File: src/rtl/im_loader.sv
// Loads num_words big-endian 32-bit words from a byte stream into instruction memory at BASE.., holding the CPU until done.
// Latency: one WRITE cycle per word after its 4th byte, then one DONE cycle; in_ready is low outside RECV, so the stream simply waits.
module im_loader #(
   parameter int ADDR_W = 8,
   parameter int BASE   = 0
) (
   input  logic              clk,
   input  logic              rst_n,
   input  logic              start,
   input  logic [ADDR_W:0]   num_words,
   input  logic              in_valid,
   input  logic [7:0]        in_data,
   output logic              in_ready,
   output logic              im_we,
   output logic [ADDR_W-1:0] im_addr,
   output logic [31:0]       im_wdata,
   output logic              cpu_hold,
   output logic              busy,
   output logic              done,
   output logic              err
);

   typedef enum logic [1:0] {IDLE, RECV, WRITE, DONE} state_t;

   localparam logic [ADDR_W+1:0] MAX_WORDS = (ADDR_W+2)'((1 << ADDR_W) - BASE);
   localparam logic [ADDR_W:0]   BASE_IDX  = (ADDR_W+1)'(BASE);

   state_t            state_q;
   logic [1:0]        bcnt_q;
   logic [ADDR_W:0]   rem_q;
   logic [ADDR_W:0]   widx_q;
   logic [31:0]       asm_q;
   logic              in_ready_q, im_we_q, cpu_hold_q, busy_q, done_q, err_q;
   logic [ADDR_W-1:0] im_addr_q;
   logic [31:0]       im_wdata_q;

   logic [31:0]       asm_d;
   logic              too_many;

   assign asm_d    = {asm_q[23:0], in_data};
   assign too_many = {1'b0, num_words} > MAX_WORDS;

   always_ff @(posedge clk or negedge rst_n) begin
      if (!rst_n) begin
         state_q    <= IDLE;
         bcnt_q     <= '0;
         rem_q      <= '0;
         widx_q     <= BASE_IDX;
         asm_q      <= '0;
         in_ready_q <= 1'b0;
         im_we_q    <= 1'b0;
         im_addr_q  <= BASE_IDX[ADDR_W-1:0];
         im_wdata_q <= '0;
         cpu_hold_q <= 1'b1;
         busy_q     <= 1'b0;
         done_q     <= 1'b0;
         err_q      <= 1'b0;
      end else begin
         case (state_q)
            IDLE: begin
               if (start) begin
                  if (num_words == '0) begin
                     err_q      <= 1'b0;
                     done_q     <= 1'b1;
                     cpu_hold_q <= 1'b0;
                     state_q    <= DONE;
                  end else if (too_many) begin
                     // Rejected request: cpu_hold deliberately left as it was.
                     err_q <= 1'b1;
                  end else begin
                     err_q      <= 1'b0;
                     rem_q      <= num_words;
                     bcnt_q     <= '0;
                     widx_q     <= BASE_IDX;
                     in_ready_q <= 1'b1;
                     busy_q     <= 1'b1;
                     cpu_hold_q <= 1'b1;
                     state_q    <= RECV;
                  end
               end
            end
            RECV: begin
               if (in_valid) begin
                  asm_q  <= asm_d;
                  bcnt_q <= bcnt_q + 2'd1;
                  if (bcnt_q == 2'd3) begin
                     in_ready_q <= 1'b0;
                     im_we_q    <= 1'b1;
                     im_addr_q  <= widx_q[ADDR_W-1:0];
                     im_wdata_q <= asm_d;
                     state_q    <= WRITE;
                  end
               end
            end
            WRITE: begin
               im_we_q <= 1'b0;
               widx_q  <= widx_q + 1'b1;
               rem_q   <= rem_q - 1'b1;
               bcnt_q  <= '0;
               if (rem_q == (ADDR_W+1)'(1)) begin
                  busy_q     <= 1'b0;
                  done_q     <= 1'b1;
                  cpu_hold_q <= 1'b0;
                  state_q    <= DONE;
               end else begin
                  in_ready_q <= 1'b1;
                  state_q    <= RECV;
               end
            end
            default: begin
               done_q  <= 1'b0;
               state_q <= IDLE;
            end
         endcase
      end
   end

   assign in_ready = in_ready_q;
   assign im_we    = im_we_q;
   assign im_addr  = im_addr_q;
   assign im_wdata = im_wdata_q;
   assign cpu_hold = cpu_hold_q;
   assign busy     = busy_q;
   assign done     = done_q;
   assign err      = err_q;

endmodule

File: config.mk
export PLATFORM = sky130hd
export DESIGN_NAME = im_loader
export DESIGN_NICKNAME = d
export VERILOG_FILES = /design/src/rtl/im_loader.sv
export SDC_FILE = /design/constraint.sdc
export NUM_CORES = 1
export LEC_CHECK = 0
export BUFFER_PORTS_ARGS = -buffer_cell sky130_fd_sc_hd__buf_2
export CAP_MARGIN = 20
export CORE_MARGIN = 2
export CORE_UTILIZATION = 60
export CTS_CLUSTER_DIAMETER = 150
export DETAILED_ROUTE_END_ITERATION = 10
export GPL_ROUTABILITY_DRIVEN = 0
export PLACE_DENSITY = 0.9
export SYNTH_ARGS = -nofsm -noshare
export SYNTH_HDL_FRONTEND = slang
export SYNTH_SLANG_ARGS = --single-unit
File: constraint.sdc
create_clock -name clk -period 2.9 [get_ports clk]
set_input_delay 0.29 -clock clk [delete_from_list [all_inputs] [get_ports clk]]
set_output_delay 0.29 -clock clk [all_outputs]
set_load 0.02 [all_outputs]
Word level (Yosys, flattened, before mapping)
Cells that the tools add are included.

Word-level logic and storage cells: 88. Register bits after elaboration: 92.

$lt $le $gt $ge: 1. Reductions and logical operators: 16. Bitwise logic cells: 1. Add/subtract/negate cells: 3. Equal/unequal tests: 13. Mux-type cells: 41.

Operator list (number): 9-bit 2-to-1 mux (6); 9-bit case mux with 2 select lines (2); 2-bit 2-to-1 mux (10); 1-bit 2-to-1 mux (16); 2-bit != test (second input constant) (8); 4-bit AND reduction (4); 2-bit case mux with 3 select lines (2); 5-bit AND reduction (2); 9-bit by 1-bit adder with 9-bit output (second input constant) (1); 9-bit by 1-bit == test with 1-bit output (second input constant) (1); 9-bit > comparator (second input constant) (1); 9-bit logical NOT (1); 9-bit by 1-bit subtractor with 9-bit output (second input constant) (1); 7-bit AND reduction (1); 1-bit case mux with 2 select lines (3); 1-bit case mux with 3 select lines (2); 3-bit AND reduction (2); 2-bit == test (second input constant) (2); 2-bit AND reduction (2); 2-bit nonzero test (2); 3-bit != test (second input constant) (1); 3-bit nonzero test (1); 2-bit by 1-bit adder with 2-bit output (second input constant) (1); 2-bit by 1-bit == test with 1-bit output (second input constant) (1); 2 further kinds (2).

Logic depth before layout (Yosys ltp)
Depth after elaboration: 5. Gate-level depth with buffers: 7. Mapped depth without buffers: 7.

Worst setup path after synthesis
OpenSTA, ideal clock, no wires.

Kind: input to register. Start: input port num_words[3]. End: register widx_q[7]. Setup slack: 1.020 ns. Data arrival time: 1.807 ns. Stages: 5. Library setup time: 0.073 ns. Required time: 2.827 ns. Path through: or4_4 -> nor3_4 -> nor3_2 -> or4_4 -> a21oi_2.

Cells in the longest elaborated chain, start to end: 3.

Ends and longest elaborated chain: start: declaration (line 10) `input logic [ADDR_W:0] num_words,`; 9-bit > comparator or 9-bit logical NOT (tied branches) (line 41, 62); 2-bit != test (no line); 4-bit AND reduction (no line) (*); end signal: assignment (line 97) `widx_q <= widx_q + 1'b1;`; end: declaration (line 31) `logic [ADDR_W:0] widx_q;`.

Mark *: on every way between the ends. The rest lies on a longest branch, timed or not. A chain may end at the register's enable or synchronous reset.

Final worst setup path
Start: register state_q[0]. End: register rem_q[0].

Cells in the longest elaborated chain, start to end: 3.

Ends and longest elaborated chain: start: declaration (line 28) `state_t state_q;`; start signal: assignment (line 45) `state_q <= IDLE;`; start signal: assignment (line 66) `state_q <= DONE;`; start signal: assignment (line 78) `state_q <= RECV;`; 2-bit == test or 2-bit logical NOT (tied branches) (line 59) `case (state_q)`; 2-bit nonzero test (no line) or 2-bit != test (tied branches); 4-bit AND reduction (no line); end signal: assignment (line 72) `rem_q <= num_words;`; end signal: assignment (line 98) `rem_q <= rem_q - 1'b1;`; end: declaration (line 30) `logic [ADDR_W:0] rem_q;`.

Several ways; a longest one is shown, not always the timed one.

==> impl_metrics.py <==
metrics = {
    "run_status": {
        "status": "complete, no violations",
    },
    "placed_design": {
        "place_hpwl_mm": 5.35,
        "io_buffer_count": 66,
    },
    "floorplanning": {
        "initial_core_util_pct": 61.9,
        "fp.dieArea_sq_um": 7170,
        "rows": 29,
        "floorplan.die.width_um": 84.7,
        "die_h_um": 84.7,
        "std_cell_core_area_sq_um": 6310,
        "io_pins": 67,
    },
    "synthesis": {
        "yosys_most_used_dff": "dfrtp_1",
        "asr_flop_ratio_synth_pct": 100,
        "post_synth.cell_area_avg_sq_um": 10.9,
        "portion_of_the_post_synthesis_area_used_by_sequential_elements_pct": 58.3,
        "mappedNetlistArea_sq_um": 3900,
        "synthesized_flop_and_latch_total": 91,
        "ys_warn_count": 0,
        "library_cells_used_by_synthesis": 44,
        "synth_enable_flop_cells": 0,
        "netlist_instances": 358,
        "mappedNetlistNets": 383,
    },
    "routing": {
        "drt_pre_antenna_iters": 4,
        "detail_route.drc_violations": 0,
        "route.vias.total": 2880,
        "drt-wirelength-per-cell_um": 15.3,
        "finalWirelength_mm": 7.81,
        "drt_first_iter_violations": 159,
        "post_drt_via_cell_ratio": 5.66,
        "detail-route-antenna-nets": 0,
    },
    "timing": {
        "achievable-frequency_mhz": 467,
        "layout_min_cycle_time_ns": 2.14,
        "finalClockSkew_ns": 0.0142,
        "unrepaired_setup_endpoints_after_global_routing": "no",
        "slew_headroom_pct": 46.8,
        "final_hold_viol_count": 0,
        "final.period_utilization_pct": 73.9,
        "count_of_pins_over_their_slew_limit": 0,
        "final-setup-viol-count": 0,
        "worst_slew_pin_slew_ns": 0.793,
        "setup_tns_ns": 0,
    },
    "global_route": {
        "vias_in_the_first_global_route": 2782,
        "gr-total-overflow": 0,
        "grt_start_max_net_pins": 92,
        "global_route.usage.total_pct": 22.8,
        "grt_first_pass_wirelength_mm": 13.1,
        "grt_antenna_before_repair": 0,
    },
    "power": {
        "irDropWorstVdd_uv": 682,
        "total_power_w": 0.00457,
        "power.density_nw_per_um2": 1010,
        "total_leakage_power_nw": 2.31,
    },
    "worst_setup_path": {
        "worstSetupStartpointType": "register",
        "critPathKind": "reg2reg",
        "crit_path_cells": "nand3b_1, nor3_4, nor3_2, buf_4, a21oi_1, a21oi_1",
        "crit_buf_inv": 1,
        "worst-path-max-fanout": 16,
        "reg2reg_slack_ns": 0.76,
        "r2r_cells": 6,
        "crit-reg2reg-launch": "state_q[0]$_DFFE_PN0P_",
        "worstSetupEndpointType": "register",
        "critical_path_depth": 6,
        "max_stage_delay_ns": 0.64,
        "worst_path_dominant_cell_family": "simple AND/OR/NAND/NOR gates",
        "crit_slowest_cell": "nor3_2",
        "cp_data_required_time_ns": 3.17,
        "crit_top_cell": "a21oi_1",
        "regToRegEndpoint": "rem_q[0]$_DFFE_PN0P_",
        "worstPathArrival_ns": 2.42,
    },
    "hold_path": {
        "holdPathStages": 3,
        "hold_class": "in2reg",
        "hold_path.startpoint": "in_data[3]",
        "hold_path_end": "asm_q[3]$_DFFE_PN0P_",
    },
    "clock_network": {
        "worst_setup_hold_path_clk_slew_ns": 0.09,
        "ctsLongestPathBuffers": 2,
        "cts-root-buf": "clkbuf_8",
        "cts_made_buffers": 9,
        "clkLatencyLatePin_ns": 0.35,
        "tritoncts": "yes",
        "cts-htree-levels": 3,
        "ctsResizeCount": 0,
        "clkSinkCount": 91,
    },
    "layout": {
        "area_of_the_multi_input_gates_sq_um": 1540,
        "n_antenna_cell": 0,
        "top_library_cells_by_usage_in_the_layout_fill_and_taps_aside": "dfrtp_1, nand2_1, buf_2",
        "drive_gt1_share_pct": 32.4,
        "total_number_of_nets_in_the_final_design": 452,
        "layout.cells.most_common": "dfrtp_1",
        "synthToLayoutAreaGrowth_pct": 15.9,
        "fill_cells": 470,
        "register_area_sq_um": 2280,
    },
    "job": {
        "drv_cap": 0,
    },
}
[stage by stage]
stage               utilization, %  area [sq um]  worst slack, ns  cells  hold slack [ns]
floorplan                        -          3910             1.02    358         -0.00559
global placement              68.3          4310            0.657    491            0.454
detailed placement            68.3          4310            0.546    491            0.463
CTS                           71.1          4490            0.747    507            0.140
global route                  71.7          4530            0.538    509            0.151
finish                        71.7          4530            0.757    509            0.148
[logic make-up (layout without fill, tap and decap cells)]
logic type	after synthesis	in the layout	synth area share, %
adder cells (fa/ha/maj)	4	4	1.28
XOR/XNOR	1	1	0.224
buffers and inverters	21	95	2.18
AND/OR/NAND/NOR	144	144	17.6
AO/OA/AOI/OAI	57	57	8.81
multiplexers	40	40	11.5
flip-flops	91	91	58.3
[where the power goes]
| group | internal, W | total (W) | switching [W] | leakage, nW |
|---|---|---|---|---|
| Clock | 0.000333 | 0.000762 | 0.000429 | 0.0885 |
| Sequential | 0.00180 | 0.00217 | 0.000372 | 1.17 |
| Combinational | 0.000661 | 0.00164 | 0.000976 | 1.06 |
[worst max path at each step]
stage / to / start
after floorplan: widx_q[7]$_DFFE_PN0P_ / num_words[3]
after global placement: rem_q[0]$_DFFE_PN0P_ / num_words[3]
after detailed placement: rem_q[0]$_DFFE_PN0P_ / num_words[3]
after CTS: rem_q[0]$_DFFE_PN0P_ / state_q[0]$_DFFE_PN0P_
after global routing: rem_q[0]$_DFFE_PN0P_ / state_q[0]$_DFFE_PN0P_
final: rem_q[0]$_DFFE_PN0P_ / state_q[0]$_DFFE_PN0P_
[state kept, by name, indices dropped and copies added, names as in the netlist]
register  count
rem_q         9
cpu_hold      1
in_ready      1
im_addr       8
bcnt_q        2
state_q       2
im_wdata     32
busy          1
widx_q        8
done          1
err           1
im_we         1
asm_q        24
[worst min-delay path, cell delays in order]
cell and delay (ns):
buf_2 0.09, nand2_1 0.04, nand2_1 0.05
[cell usage after synthesis (2+ instances only)]
master | instances | area (sq um)
nand2b_1 | 4 | 25.0
o31ai_1 | 3 | 22.5
inv_1 | 5 | 18.8
dfrtp_1 | 90 | 2250
o21ai_1 | 7 | 35.0
buf_2 | 5 | 25.0
nor3_1 | 3 | 15.0
nor2b_1 | 2 | 12.5
a2bb2oi_1 | 2 | 17.5
a211oi_1 | 2 | 15.0
a31oi_1 | 2 | 12.5
nand3b_1 | 2 | 15.0
ha_1 | 4 | 50.1
or4_4 | 3 | 33.8
a21oi_1 | 18 | 90.1
nand3_1 | 9 | 45.0
nand4_1 | 2 | 12.5
o21a_1 | 2 | 15.0
nor4_2 | 2 | 25.0
nand2_1 | 90 | 338
or3_1 | 8 | 50.1
o21ai_0 | 13 | 65.1
clkbuf_1 | 10 | 37.5
o22ai_1 | 2 | 12.5
mux2_2 | 40 | 450
nor2_1 | 10 | 37.5
[cell type report]
| class | count | area share [%] |
|---|---|---|
| Sequential cell | 91 | 50.3 |
| Multi-Input combinational cell | 246 | 34.1 |
| Timing Repair Buffer | 73 | 9.01 |
| Clock buffer | 10 | 3.04 |
| Tap cell | 77 | 2.13 |
| Clock inverter | 6 | 0.857 |
| Inverter | 6 | 0.498 |
[routing by layer]
| layer | share of wire (%) | global-route usage [%] |
|---|---|---|
| met1 | 44 | 32.5 |
| met2 | 49 | 35.4 |
| met3 | 4.9 | 3.83 |
| met4 | 2.0 | 9.09 |
| met5 | 0 | 0 |
[repair_timing]
action                    4_1_cts  5_1_grt
hold endpoints to repair        0       41
hold buffers                    0        1
setup buffers                   0        0
No activity file was read; power rests on OpenSTA's default activity.
